**config.mk**
```make
export PLATFORM = sky130hd
export DESIGN_NAME = hazard_stall_controller
export DESIGN_NICKNAME = d
export VERILOG_FILES = /design/src/rtl/hazard_stall_controller.sv
export SDC_FILE = /design/constraint.sdc
export NUM_CORES = 1
export LEC_CHECK = 0
export CORE_MARGIN = 4
export CORE_UTILIZATION = 53
export DETAILED_ROUTE_END_ITERATION = 12
export GPL_TIMING_DRIVEN = 1
export HOLD_SLACK_MARGIN = 0.03
export PLACE_DENSITY = 0.86
export SLEW_MARGIN = 20
export SYNTH_ARGS = -nofsm -noshare
export SYNTH_HDL_FRONTEND = slang
export SYNTH_SLANG_ARGS = --single-unit
```
**constraint.sdc**
```tcl
create_clock -name clk -period 3.9 [get_ports clk]
set_input_delay 0.78 -clock clk [delete_from_list [all_inputs] [get_ports clk]]
set_output_delay 0.78 -clock clk [all_outputs]
set_load 0.01 [all_outputs]
```
**src/rtl/hazard_stall_controller.sv**
```systemverilog
// Load-use / branch hazard control for a 5-stage MIPS pipeline.
// Load-use stalls are held STALL_CYCLES cycles; a taken branch in MEM flushes and overrides any stall.
module hazard_stall_controller #(
  parameter int STALL_CYCLES = 1,
  parameter int CNT_W        = 16
) (
  input  logic             clk,
  input  logic             rst,
  input  logic             ID_EX_MemRead,
  input  logic [4:0]       ID_EX_Rt,
  input  logic [4:0]       IF_ID_Rs,
  input  logic [4:0]       IF_ID_Rt,
  input  logic             IF_ID_UsesRt,
  input  logic             EX_MEM_BranchTaken,
  output logic             PCWrite,
  output logic             IF_ID_Write,
  output logic             IF_ID_Flush,
  output logic             ID_EX_Bubble,
  output logic             EX_MEM_Flush,
  output logic             stall_active,
  output logic [CNT_W-1:0] stall_cnt,
  output logic [CNT_W-1:0] flush_cnt
);

  typedef enum logic {IDLE, STALL} state_t;

  localparam logic [CNT_W-1:0] CNT_ONE    = CNT_W'(1);
  localparam logic [2:0]       REMAIN_INI = 3'(STALL_CYCLES - 1);

  state_t           state_q, state_d;
  logic [2:0]       remain_q, remain_d;
  logic [CNT_W-1:0] stall_cnt_q, stall_cnt_d;
  logic [CNT_W-1:0] flush_cnt_q, flush_cnt_d;
  logic             load_use;

  // $0 is hard-wired zero, so a load into it can never create a dependency.
  assign load_use = ID_EX_MemRead && (ID_EX_Rt != 5'd0) &&
                    ((ID_EX_Rt == IF_ID_Rs) || (IF_ID_UsesRt && (ID_EX_Rt == IF_ID_Rt)));

  always_ff @(posedge clk or negedge rst) begin
    if (!rst) begin
      state_q     <= IDLE;
      remain_q    <= 3'd0;
      stall_cnt_q <= '0;
      flush_cnt_q <= '0;
    end else begin
      state_q     <= state_d;
      remain_q    <= remain_d;
      stall_cnt_q <= stall_cnt_d;
      flush_cnt_q <= flush_cnt_d;
    end
  end

  always_comb begin
    state_d      = state_q;
    remain_d     = remain_q;
    stall_cnt_d  = stall_cnt_q;
    flush_cnt_d  = flush_cnt_q;
    PCWrite      = 1'b1;
    IF_ID_Write  = 1'b1;
    IF_ID_Flush  = 1'b0;
    ID_EX_Bubble = 1'b0;
    EX_MEM_Flush = 1'b0;
    stall_active = 1'b0;

    if (!rst) begin
      // Keep the pipeline frozen and ID/EX empty while reset is held.
      PCWrite      = 1'b0;
      IF_ID_Write  = 1'b0;
      ID_EX_Bubble = 1'b1;
    end else if (EX_MEM_BranchTaken) begin
      IF_ID_Flush  = 1'b1;
      ID_EX_Bubble = 1'b1;
      EX_MEM_Flush = 1'b1;
      flush_cnt_d  = flush_cnt_q + CNT_ONE;
      state_d      = IDLE;
      if (state_q == STALL) begin
        remain_d = 3'd0;
      end
    end else if ((state_q == STALL) || load_use) begin
      PCWrite      = 1'b0;
      IF_ID_Write  = 1'b0;
      ID_EX_Bubble = 1'b1;
      stall_active = 1'b1;
      stall_cnt_d  = stall_cnt_q + CNT_ONE;
      if (state_q == IDLE) begin
        if (STALL_CYCLES > 1) begin
          state_d  = STALL;
          remain_d = REMAIN_INI;
        end
      end else begin
        remain_d = remain_q - 3'd1;
        if (remain_q == 3'd1) begin
          state_d = IDLE;
        end
      end
    end
  end

  assign stall_cnt = stall_cnt_q;
  assign flush_cnt = flush_cnt_q;

endmodule

```
==> flow_summary.ini <==
[run_status]
status = finished clean

[timing]
grt_setup_unrepaired = no
finalCritPeriodShare_pct = 96.7
fin_crit_ns = 3.77
worst_pin_slew_ns = 0.544
hold_violations = 0
skew_ns = 0.00643
setup_viol = 0
maxSlewHeadroom_pct = 63.7
tns_ns = 0
drv_slew = 0
max_freq_ghz = 0.265

[yosys]
synth_top_area_share_pct = 39.9
yosysTopAreaCell = dfrtp_1
synthTopCellsByArea = dfrtp_1 (40%), xnor2_1 (9.3%), nand2_1 (4.3%), nand3_1 (3.3%), a211o_1 (3.1%)
synth_seq_area_share_pct = 39.9
synth_warnings = 0
ys_types = 48
syn-num-nets = 267
syn-cell-area_um2 = 2260
synth_area_per_cell_um2 = 9.30
syn_inst = 243
synth_seq_cells = 36

[setup_path]
worstSetupEndpointType = primary output
cp_cell_sequence = clkdlybuf4s50_1 -> or4_4 -> o21a_4 -> a21oi_1 -> o21a_1 -> clkdlybuf4s50_1
crit_type = in -> out
path_common_cell = clkdlybuf4s50_1
r2r_start = stall_cnt[4]
ff2ff_path_depth = 5
critPathTopFamily = buffers and inverters
slowest_delay_ns = 0.59
r2r_slack_ns = 1.84
cp-start-kind = input port
path_buf_inv = 2
cp_max_fo = 3
slowest_stage = or4_4
cp_data_arrival_time_ns = 2.99
path_depth = 6
reg2reg_to = stall_cnt[15]
required_ns = 3.12

[clocking]
max-clock-path-buffers = 2
cts_tree = yes
clock_latency_ns = 0.28
post_cts_buffers = 0
cts_resized = 0
cts_hold_buf = 0
ctsRootBufferMaster = clkbuf_8
clk_pin_slew_ns = 0.08
cts_made_buffers = 5
htreeDepth = 2
cts.sinks = 36

[route]
ant_nets = 0
first_pass_iters = 4
drtIter0Drc = 138
via_per_inst = 5.85
routed_wl_mm = 5.35
routedWlPerCell_um = 15.3
drc_errors = 0
vias = 2047

[layout]
nets = 323
multiInputGateArea_um2 = 1240
fin_cells = 350
design_area_um2 = 2950
num-fill-cells = 308
ff_latch_area_um2 = 901
drive_above_1_share_pct = 8.00
insertedDiodeCount = 0
syn_to_final_growth_pct = 30.5

[die]
start_util_pct = 55.7
die_w_um = 73.3
io-pin-count = 58
die_area_um2 = 5370
placement_rows = 23
fp.dieH_um = 73.3
fp.coreArea_um2 = 4060

[placement]
routabilityCongestion = 0.821
placed_cell_area_um2 = 2850
port_buffers = 57
dp.cells = 342
hpwl_mm = 4.00

[global_routing]
track_usage_pct = 20.8
grt_pass1_vias = 1958
grt_max_degree = 21
antenna_found_initial = 0
grt_overflow = 0
grt_pass1_wl_mm = 8.95

[job]
drv_cap = 0

[power_and_ir_drop]
irDropWorstVdd_uv = 217
power_density_nw_per_um2 = 340
cellLeakagePower_uw = 0.00127

[hold_path]
hold_class = in -> async
[how the worst max path moves through the flow]
stage                              to  slack (ns)         from
after floorplan               PCWrite        0.93  ID_EX_Rt[1]
after global routing      IF_ID_Write        0.06  ID_EX_Rt[1]
after global placement        PCWrite        0.18  ID_EX_Rt[1]
final                         PCWrite        0.13  ID_EX_Rt[1]
after detailed placement      PCWrite        0.13  ID_EX_Rt[1]
after CTS                     PCWrite        0.12  ID_EX_Rt[1]
[synthesized netlist by cell type, drive strengths merged]
| cell type | number |
|---|---|
| and4b | 1 |
| a21o | 1 |
| or2 | 1 |
| clkbuf | 4 |
| inv | 13 |
| xnor2 | 24 |
| nor3 | 10 |
| buf | 9 |
| a211o | 8 |
| mux2 | 4 |
| and2 | 2 |
| mux2i | 5 |
| o311ai | 5 |
| xor2 | 4 |
| nand2 | 27 |
| dfrtp | 36 |
| nand2b | 1 |
| nand3 | 15 |
| ha | 4 |
| or3 | 1 |
| and2b | 1 |
| nand4 | 8 |
| nor2 | 8 |
| a22oi | 2 |
| a221oi | 1 |
| o22ai | 1 |
| o31ai | 1 |
| o21a | 3 |
| o21ai | 2 |
| or4 | 2 |
| a311o | 2 |
| nor4b | 2 |
| nor2b | 3 |
| a31oi | 2 |
| and3 | 4 |
| a211oi | 3 |
| and4 | 3 |
| a21oi | 11 |
| nor4 | 9 |
[cells by family after synthesis]
family	synth area share [%]
and+or+nand+nor	23.4
AOI/OAI and AO/OA	14.2
DFF	39.9
xor gates and xnor gates	10.9
buffers and inverters	5.32
muxes	4.21
adders and majority gates	2.21
[per-layer routing]
metal	vias to the layer above	global-route usage [%]	part of all wire, %
met4	0	4.23	0.54
li1	1000	-	-
met1	980	28.5	43
met5	-	0	0
met2	63	34.7	51
met3	4	3.83	5.7
[cell type report]
type	instances	area share [%]
multi-input combinational	181	42.0
sequential	36	30.6
timing repair buffer	62	20.5
clock buffer	7	2.93
tap	50	2.12
inverter	13	1.66
clock inverter	1	0.255
[worst register-to-register path: cells and delay by family, from the launching register on]
family          cells  cell delay [ns]
compound gates      2             0.58
simple gates        3             0.83
flops               1             0.52
[report_power, final]
| part | internal [µW] | total [µW] | switching, µW |
|---|---|---|---|
| clock | 144 | 277 | 133 |
| sequential | 413 | 462 | 48.4 |
| combinational | 148 | 263 | 114 |
| total | 705 | 1000 | 296 |
[per-stage QoR]
stage	setup WS (ns)	power, µW	utilization (%)	hold WS [ns]
floorplan	0.928	601	-	0.449
global placement	0.184	726	70.3	0.460
detailed placement	0.134	735	70.3	0.466
CTS	0.123	1010	72.6	0.378
global route	0.0585	1060	72.6	0.390
finish	0.128	1000	72.6	0.375
[state kept, by name (all words and copies together) (netlist names)]
signal	count
stall_cnt	16
state_q	1
remain_q	3
flush_cnt	16
[layout by cell type, fill, tap and decap left out, types with 3 or more instances in the layout]
cell,count
clkdlybuf4s50_1,56
dfrtp_1,36
nand2_1,26
xnor2_1,24
nand3_1,15
inv_1,13
a21oi_1,11
nor3_1,9
nor4_1,9
nand4_1,8
nor2_1,8
a211o_1,8
clkbuf_8,6
mux2i_1,5
buf_4,5
and3_1,4
xor2_1,4
mux2_2,4
o311ai_1,4
ha_1,4
a211oi_1,3
nor2b_1,3
No activity file was read; power rests on OpenSTA's default activity.
